## src/rtl/regfile_pkg.sv

```systemverilog
// Shared types and widths for the register-bank writeback path.
package regfile_pkg;

    localparam int unsigned LANES  = 8;
    localparam int unsigned DATA_W = 64;
    localparam int unsigned ADDR_W = 6;

    typedef struct packed {
        logic [LANES-1:0]             mask;
        logic [ADDR_W-1:0]            addr;
        logic [LANES-1:0][DATA_W-1:0] data;
    } wb_req_t;

    typedef enum logic {
        WB_SRC_ALU = 1'b0,
        WB_SRC_LSU = 1'b1
    } wb_src_e;

endpackage

```

## src/rtl/wb_fifo.sv

```systemverilog
// Small synchronous FIFO holding writeback requests for one producer.
module wb_fifo #(
    parameter int unsigned FIFO_DEPTH = 2,
    parameter type         req_t      = logic
) (
    input  logic clk,
    input  logic rst_n,
    input  logic push,
    input  req_t din,
    input  logic pop,
    output req_t head,
    output logic full,
    output logic empty
);

    localparam int unsigned PtrW = $clog2(FIFO_DEPTH);
    localparam int unsigned CntW = PtrW + 1;

    req_t            mem_q [FIFO_DEPTH];
    logic [PtrW-1:0] rd_ptr_q, wr_ptr_q;
    logic [CntW-1:0] count_q;
    logic            do_push, do_pop;

    assign full    = (count_q == CntW'(FIFO_DEPTH));
    assign empty   = (count_q == '0);
    assign do_push = push && !full;
    assign do_pop  = pop && !empty;
    assign head    = mem_q[rd_ptr_q];

    always_ff @(posedge clk) begin
        if (do_push) begin
            mem_q[wr_ptr_q] <= din;
        end
    end

    // Power-of-two depth lets the pointers wrap naturally.
    always_ff @(posedge clk) begin
        if (!rst_n) begin
            rd_ptr_q <= '0;
            wr_ptr_q <= '0;
            count_q  <= '0;
        end else begin
            if (do_push) wr_ptr_q <= wr_ptr_q + 1'b1;
            if (do_pop)  rd_ptr_q <= rd_ptr_q + 1'b1;
            if (do_push && !do_pop)      count_q <= count_q + 1'b1;
            else if (do_pop && !do_push) count_q <= count_q - 1'b1;
        end
    end

endmodule

```

## src/rtl/regfile_wb_arbiter.sv

```systemverilog
// Round-robin writeback arbiter between the ALU and LSU feeding register_bank's write port.
module regfile_wb_arbiter
    import regfile_pkg::*;
#(
    parameter int unsigned FIFO_DEPTH = 2
) (
    input  logic                    clk,
    input  logic                    rst_n,
    input  logic                    src0_valid,
    output logic                    src0_ready,
    input  logic [LANES-1:0]        src0_mask,
    input  logic [ADDR_W-1:0]       src0_addr,
    input  logic [LANES*DATA_W-1:0] src0_data,
    input  logic                    src1_valid,
    output logic                    src1_ready,
    input  logic [LANES-1:0]        src1_mask,
    input  logic [ADDR_W-1:0]       src1_addr,
    input  logic [LANES*DATA_W-1:0] src1_data,
    output logic [LANES-1:0]        write_en,
    output logic [ADDR_W-1:0]       waddr,
    output logic [DATA_W-1:0]       wdata_0,
    output logic [DATA_W-1:0]       wdata_1,
    output logic [DATA_W-1:0]       wdata_2,
    output logic [DATA_W-1:0]       wdata_3,
    output logic [DATA_W-1:0]       wdata_4,
    output logic [DATA_W-1:0]       wdata_5,
    output logic [DATA_W-1:0]       wdata_6,
    output logic [DATA_W-1:0]       wdata_7,
    output logic                    wb_done,
    output logic [ADDR_W-1:0]       wb_done_addr,
    output logic                    wb_done_src
);

    wb_req_t req0, req1, head0, head1, head_sel;
    logic    full0, full1, empty0, empty1;
    logic    push0, push1, gnt0, gnt1;
    wb_src_e ptr_q, ptr_d;

    logic [LANES-1:0]             write_en_q;
    logic [ADDR_W-1:0]            waddr_q, wb_done_addr_q;
    logic [LANES-1:0][DATA_W-1:0] wdata_q;
    logic                         wb_done_q;
    wb_src_e                      wb_done_src_q;

    assign src0_ready = rst_n && !full0;
    assign src1_ready = rst_n && !full1;

    // Zero-mask requests are acknowledged but never stored.
    assign push0 = src0_valid && src0_ready && (|src0_mask);
    assign push1 = src1_valid && src1_ready && (|src1_mask);

    assign req0 = '{mask: src0_mask, addr: src0_addr, data: src0_data};
    assign req1 = '{mask: src1_mask, addr: src1_addr, data: src1_data};

    wb_fifo #(.FIFO_DEPTH(FIFO_DEPTH), .req_t(wb_req_t)) u_fifo0 (
        .clk   (clk),
        .rst_n (rst_n),
        .push  (push0),
        .din   (req0),
        .pop   (gnt0),
        .head  (head0),
        .full  (full0),
        .empty (empty0)
    );

    wb_fifo #(.FIFO_DEPTH(FIFO_DEPTH), .req_t(wb_req_t)) u_fifo1 (
        .clk   (clk),
        .rst_n (rst_n),
        .push  (push1),
        .din   (req1),
        .pop   (gnt1),
        .head  (head1),
        .full  (full1),
        .empty (empty1)
    );

    always_ff @(posedge clk) begin
        if (!rst_n) ptr_q <= WB_SRC_ALU;
        else        ptr_q <= ptr_d;
    end

    // After any grant the pointer favours the source that was not served.
    always_comb begin
        ptr_d = ptr_q;
        if (gnt0)      ptr_d = WB_SRC_LSU;
        else if (gnt1) ptr_d = WB_SRC_ALU;
    end

    always_comb begin
        gnt0     = !empty0 && (empty1 || (ptr_q == WB_SRC_ALU));
        gnt1     = !empty1 && (empty0 || (ptr_q == WB_SRC_LSU));
        head_sel = gnt1 ? head1 : head0;
    end

    always_ff @(posedge clk) begin
        if (!rst_n) begin
            write_en_q     <= '0;
            waddr_q        <= '0;
            wdata_q        <= '0;
            wb_done_q      <= 1'b0;
            wb_done_addr_q <= '0;
            wb_done_src_q  <= WB_SRC_ALU;
        end else begin
            wb_done_q <= gnt0 || gnt1;
            if (gnt0 || gnt1) begin
                write_en_q     <= head_sel.mask;
                waddr_q        <= head_sel.addr;
                wdata_q        <= head_sel.data;
                wb_done_addr_q <= head_sel.addr;
                wb_done_src_q  <= gnt1 ? WB_SRC_LSU : WB_SRC_ALU;
            end else begin
                write_en_q <= '0;
            end
        end
    end

    assign write_en     = write_en_q;
    assign waddr        = waddr_q;
    assign wdata_0      = wdata_q[0];
    assign wdata_1      = wdata_q[1];
    assign wdata_2      = wdata_q[2];
    assign wdata_3      = wdata_q[3];
    assign wdata_4      = wdata_q[4];
    assign wdata_5      = wdata_q[5];
    assign wdata_6      = wdata_q[6];
    assign wdata_7      = wdata_q[7];
    assign wb_done      = wb_done_q;
    assign wb_done_addr = wb_done_addr_q;
    assign wb_done_src  = wb_done_src_q;

endmodule

```

## config.mk

```make
export PLATFORM = sky130hd
export DESIGN_NAME = regfile_wb_arbiter
export DESIGN_NICKNAME = d
export VERILOG_FILES = /design/src/rtl/regfile_pkg.sv /design/src/rtl/wb_fifo.sv /design/src/rtl/regfile_wb_arbiter.sv
export SDC_FILE = /design/constraint.sdc
export NUM_CORES = 2
export LEC_CHECK = 0
export CORE_AREA = 2 2 618 620
export CTS_CLUSTER_SIZE = 30
export DETAILED_ROUTE_END_ITERATION = 10
export DIE_AREA = 0 0 620 622
export PLACE_DENSITY_LB_ADDON = 0.1
export SYNTH_ARGS = -nofsm -noshare
export SYNTH_HDL_FRONTEND = slang
export SYNTH_HIERARCHICAL = 1
export SYNTH_SLANG_ARGS = --single-unit
```

## constraint.sdc

```tcl
create_clock -name clk -period 47.2 [get_ports clk]
set_input_delay 4.72 -clock clk [delete_from_list [all_inputs] [get_ports clk]]
set_output_delay 4.72 -clock clk [all_outputs]
set_load 0.02 [all_outputs]
```

== Word-level counts from Yosys, hierarchy flattened ==
Memory sizes are Yosys's and may differ from the RTL's. A register that Yosys moved wholly into a read port is not among the register bits.
Cells that the tools add are included.
Word-level totals
  flip-flop bits (word level): 537
  bits of input ports: 1056
  bits in writable memories: 2104
  output and inout port bits: 536
  memories: 2
  logic and storage cells: 83
Operators by class
  add/subtract/negate cells: 8
  reductions and logical operators: 35
  bitwise operators: 1
  mux-type cells: 16
  equal/unequal tests: 2
Memories
  u_fifo0.mem_q: depth 2, bits a word 526, read ports 1, clocked after Yosys merged registers in 1, wr ports 1, line wb_fifo.sv:19  | req_t mem_q [FIFO_DEPTH];
  u_fifo1.mem_q: depth 2, bits a word 526, read ports 1, clocked after Yosys merged registers in 1, wr ports 1, line wb_fifo.sv:19
Operators by type and width (number)
  526-bit 2-to-1 mux: 1
  1-bit logical AND: 16
  8-bit OR reduction: 2
  1-bit 2-to-1 mux: 11
  1-bit logical NOT: 8
  2-bit 2-to-1 mux: 4
  2-bit nonzero test: 3
  1-bit adder, second input constant: 4
  2-bit by 1-bit adder with 2-bit output, second input constant: 2
  2-bit equality test, second input constant: 2
  2-bit logical NOT: 2
  2-bit by 1-bit subtractor with 2-bit output, second input constant: 2
  1-bit logical OR: 3
  2-bit AND reduction: 1
  1-bit inverter: 1

== Longest topological paths before layout ==
  depth after elaboration: 10
  mapped depth: 13

== By module ==
Netlist, hierarchy kept.
Modules (own cells, without submodules)
  wb_fifo: cells each 1662, area an instance 38669.6 µm², times used 2
  regfile_wb_arbiter: cells each 3520, area an instance 28645.0 µm², times used 1

== Worst setup path after synthesis ==
Ideal clock, no wire load.
  path kind: input-to-reg
  from: input rst_n
  to: register u_fifo0.wr_ptr_q
  required time: 47.014 ns
  arrival time: 43.267 ns
  path slack: 3.747 ns
  cell stages on the path: 7
  cells stage by stage: buf_2 nor2b_1 nand2_1 a21oi_1 inv_1 nor3_1 o21a_1
On the way
  cells in the longest elaborated chain, start to end: 4
Ends and longest elaborated chain
  start: declaration: line regfile_wb_arbiter.sv:8  | input logic rst_n,
  1-bit logical AND: line regfile_wb_arbiter.sv:45  | assign src0_ready = rst_n && !full0;
  named net src0_ready: line regfile_wb_arbiter.sv:10  | output logic src0_ready,
  1-bit logical AND (2 in a row): line regfile_wb_arbiter.sv:49  | assign push0 = src0_valid && src0_ready && (|src0_mask);
  named net push0: line regfile_wb_arbiter.sv:36  | logic push0, push1, gnt0, gnt1;
  1-bit logical AND: line wb_fifo.sv:26  | assign do_push = push && !full;
  end signal: assignment: line wb_fifo.sv:43  | if (do_push) wr_ptr_q <= wr_ptr_q + 1'b1;
  end: declaration: line wb_fifo.sv:20  | logic [PtrW-1:0] rd_ptr_q, wr_ptr_q;
The timed path passes the listed nets, and every way through them passes these cells.
A chain may end at the register's enable or synchronous reset.

== Worst setup path in the final report ==
  from: input rst_n
  to: output src0_ready
On the way
  cells in the longest elaborated chain, start to end: 1
Ends and longest elaborated chain (line)
  1-bit logical AND: regfile_wb_arbiter.sv:45
  end: declaration: regfile_wb_arbiter.sv:10
No other way between the ends.

==> impl_metrics.py <==
metrics = {
    "power": {
        "internal_power_mw": 5.69,
        "clockPowerShare": 0.281,
        "power.leakage_nw": 44.9,
        "pwr-share-seq": 0.358,
        "pwr_density_cell_nw_per_um2": 64.0,
        "sw_frac_of_total": 0.350,
        "p_sw_mw": 3.06,
        "combPwrFrac": 0.361,
        "vdd_drop_max_uv": 53.8,
    },
    "critical_path": {
        "critPathKind": "in2out",
        "startpoint_type": "primary input",
        "max_stage_delay_ns": 0.67,
        "critical_path.slowest_cell": "clkdlybuf4s50_1",
        "r2r-start": "u_fifo0/count_q[0]",
        "critPathArrivalTime_ns": 6.30,
        "reg2reg_slack_ns": 41.24,
        "r2r_end": "u_fifo0/mem_q[1][186]",
        "crit_chain": "buf_8 -> nor2b_1 -> clkdlybuf4s50_1",
        "end_kind": "primary output",
        "crit_fanout": 96,
        "cp_data_required_time_ns": 42.48,
        "critPathTopFamily": "buffers and inverters",
        "worstRegToRegCells": 10,
        "crit_buf_inv": 2,
    },
    "final_layout": {
        "fin_cells": 13700,
        "area.sequential_um2": 74000,
        "nets": 9437,
        "synthToLayoutAreaGrowth_pct": 29.0,
        "multiInputGateArea_um2": 29000,
        "final_common_cell": "edfxtp_1",
        "drive_gt1_frac": 0.189,
        "fillers": 36100,
        "final_util": 0.361,
        "mostFrequentLayoutCells": "edfxtp_1, clkdlybuf4s50_1, mux2_2",
    },
    "flow_run": {
        "cap_violations": 0,
    },
    "clock_network": {
        "ctsHoldBuffers": 0,
        "clockBufferDepth": 4,
        "cts_tree": "yes",
        "cts_root_buf": "clkbuf_16",
        "cts_buffers": 318,
        "cts_resized": 0,
        "clkTransAtPathRegs_ns": 0.06,
        "clock_latency_ns": 0.93,
        "clock-sinks": 2643,
        "post_cts_buffers": 0,
        "cts_max_level": 5,
    },
    "synth": {
        "synth_top_family_by_area": "multiplexers",
        "synthTopCellsByArea": "edfxtp_1, dfxtp_1, mux2_2, o2111a_1, mux2_4",
        "synthCells": 6844,
        "synthXorXnorAreaFrac": 0.000496,
        "synth_top_area_frac": 0.596,
        "yosysSeqAreaShare": 0.698,
        "netlist_area_um2": 106000,
        "synth_compound_area_frac": 0.0809,
        "synth.distinct_cells": 31,
        "yosys.area.top_type": "edfxtp_1",
        "synth-adder-area-share": 0.000236,
        "synth-seq-cells": 2643,
        "synth_mux_area_frac": 0.122,
        "avgSynthCellArea_um2": 15.5,
        "syn_nets": 7902,
        "synthSimpleGateAreaFrac": 0.0694,
        "synth_warnings": 6,
    },
    "global_route": {
        "grt_pass1_wl_um": 534000,
        "grt_max_degree": 213,
        "antenna_found_initial": 276,
        "grt_use_total": 0.195,
        "grt_pass1_vias": 66400,
        "overflow": 0,
    },
    "drt": {
        "firstDrtPassIters": 5,
        "postRouteAntennaNets": 0,
        "wl_um": 391000,
        "drcViolationCount": 0,
        "viasPerCell": 4.74,
        "routedWlPerCell_um": 28.4,
        "via_count": 65100,
        "drtIter0Drc": 4221,
    },
    "timing": {
        "finalHoldViolations": 0,
        "rsz0062_at_grt": "false",
        "slew_headroom": 0.205,
        "min_period_ns": 11.02,
        "tightest_slew_ns": 1.19,
        "finalMaxSlewViolations": 0,
        "maxClockFrequency_mhz": 90.7,
        "setup_violations": 0,
        "finalWorstSetupSlack_ns": 36.18,
        "tns_ns": 0,
        "skew_ns": 0.0679,
        "period_share": 0.233,
    },
    "floorplanning": {
        "dieArea_um2": 386000,
        "core_um2": 378000,
        "chipWidth_um": 620,
        "die_y_um": 622,
        "ios": 1592,
        "num_rows": 226,
        "initial_core_util": 0.280,
    },
    "placement": {
        "numPortBuffers": 1591,
        "place_inst": 13100,
        "dp_hpwl_um": 258000,
        "gp_congestion": 0.794,
        "pre_cts_ws_ns": 36.10,
    },
    "hold_path": {
        "holdPathStages": 2,
        "hold_start": "wb_done_src",
        "hp-class": "reg2reg",
        "holdPathEnd": "wb_done_src",
    },
    "status": {
        "outcome": "finished, final reports clean",
    },
}
cells in the mapped netlist, drive strengths merged:
cell    count
edfxtp   2104
mux2     1052
dfxtp     539
nand2     539
o21ai     524
nor2      523
nor2b     520
o2111a    518
buf       275
clkbuf    197
a21oi      10
and2        7
inv         7
a21boi      4
nor4        4
xnor2       4
and3        2
ha          2
nand2b      2
nor3        2
o21a        2
or3         2
xor2        2
a21o        1
clkinv      1
o21bai      1
area by class of cell:
type / count / area share
antenna: 75 / 0.00137
inverter: 8 / 0.000220
clock buffer: 450 / 0.0661
multi-input combinational: 3721 / 0.212
sequential: 2643 / 0.541
clock inverter: 140 / 0.0107
timing repair buffer: 1687 / 0.123
tap: 5016 / 0.0459
logic make-up (layout without fill, tap and decap cells):
group | count (synthesis) | after routing
AO/OA/AOI/OAI | 1060 | 1060
XOR/XNOR | 6 | 6
adder cells (fa/ha/maj) | 2 | 2
buffers and inverters | 480 | 2285
flip-flops | 2643 | 2643
multiplexers | 1052 | 1052
other | 0 | 75
AND/OR/NAND/NOR | 1601 | 1601
worst max-delay path by stage:
stage               startpoint                to  slack (ns)  cells after the start
floorplan                rst_n  u_fifo0/wr_ptr_q        3.75                      7
global placement         rst_n        src0_ready       36.04                      3
detailed placement       rst_n        src0_ready       36.10                      3
CTS                      rst_n        src0_ready       36.09                      3
global route             rst_n        src0_ready       36.10                      3
finish                   rst_n        src0_ready       36.18                      3
worst register-to-register path, stage by stage (launching register included):
cell and delay, ns:
dfxtp_1 0.45, nand2b_1 0.22, inv_1 0.15, nor2b_1 0.24, nand2_1 0.10, a21oi_1 0.37
and3_4 0.76, buf_4 0.75, buf_4 0.82, buf_4 0.91, buf_4 0.76
sequential cells by signal, summed over array words and instances (netlist names), named ones only:
register,flops
u_fifo1/wr_ptr_q,1
wdata_1,64
write_en,8
u_fifo0/mem_q,1052
wdata_6,64
wdata_2,64
wdata_0,64
wb_done_src,1
wb_done_addr,6
wdata_3,64
wdata_5,64
u_fifo1/mem_q,1052
u_fifo1/rd_ptr_q,1
u_fifo0/wr_ptr_q,1
u_fifo0/rd_ptr_q,1
wdata_7,64
wdata_4,64
u_fifo0/count_q,2
ptr_q,1
u_fifo1/count_q,2
wb_done,1
metrics by stage:
step	area, µm²	hold WS (ns)	total power, mW
after CTS	137000	0.527	8.90
after global placement	126000	0.509	6.36
after floorplan	106000	0.488	5.46
final	137000	0.524	8.75
after detailed placement	126000	0.506	6.40
after global routing	137000	0.574	9.21
power groups by stage:
| stage | sequential, mW | combinational (mW) | clock [mW] |
|---|---|---|---|
| after floorplan | 3.58 | 1.88 | 0 |
| after global placement | 3.18 | 3.18 | 0 |
| after detailed placement | 3.19 | 3.22 | 0 |
| after CTS | 3.14 | 3.23 | 2.53 |
| after global routing | 3.17 | 3.42 | 2.62 |
| final | 3.13 | 3.16 | 2.46 |
layer usage:
metal	up-vias	share of wire	global-route usage
met2	2112	0.50	0.340
li1	29000	-	-
met4	126	0.041	0.0748
met3	831	0.071	0.0570
met1	33000	0.39	0.224
met5	-	0.0020	0
(Power assumes the default switching activity.)
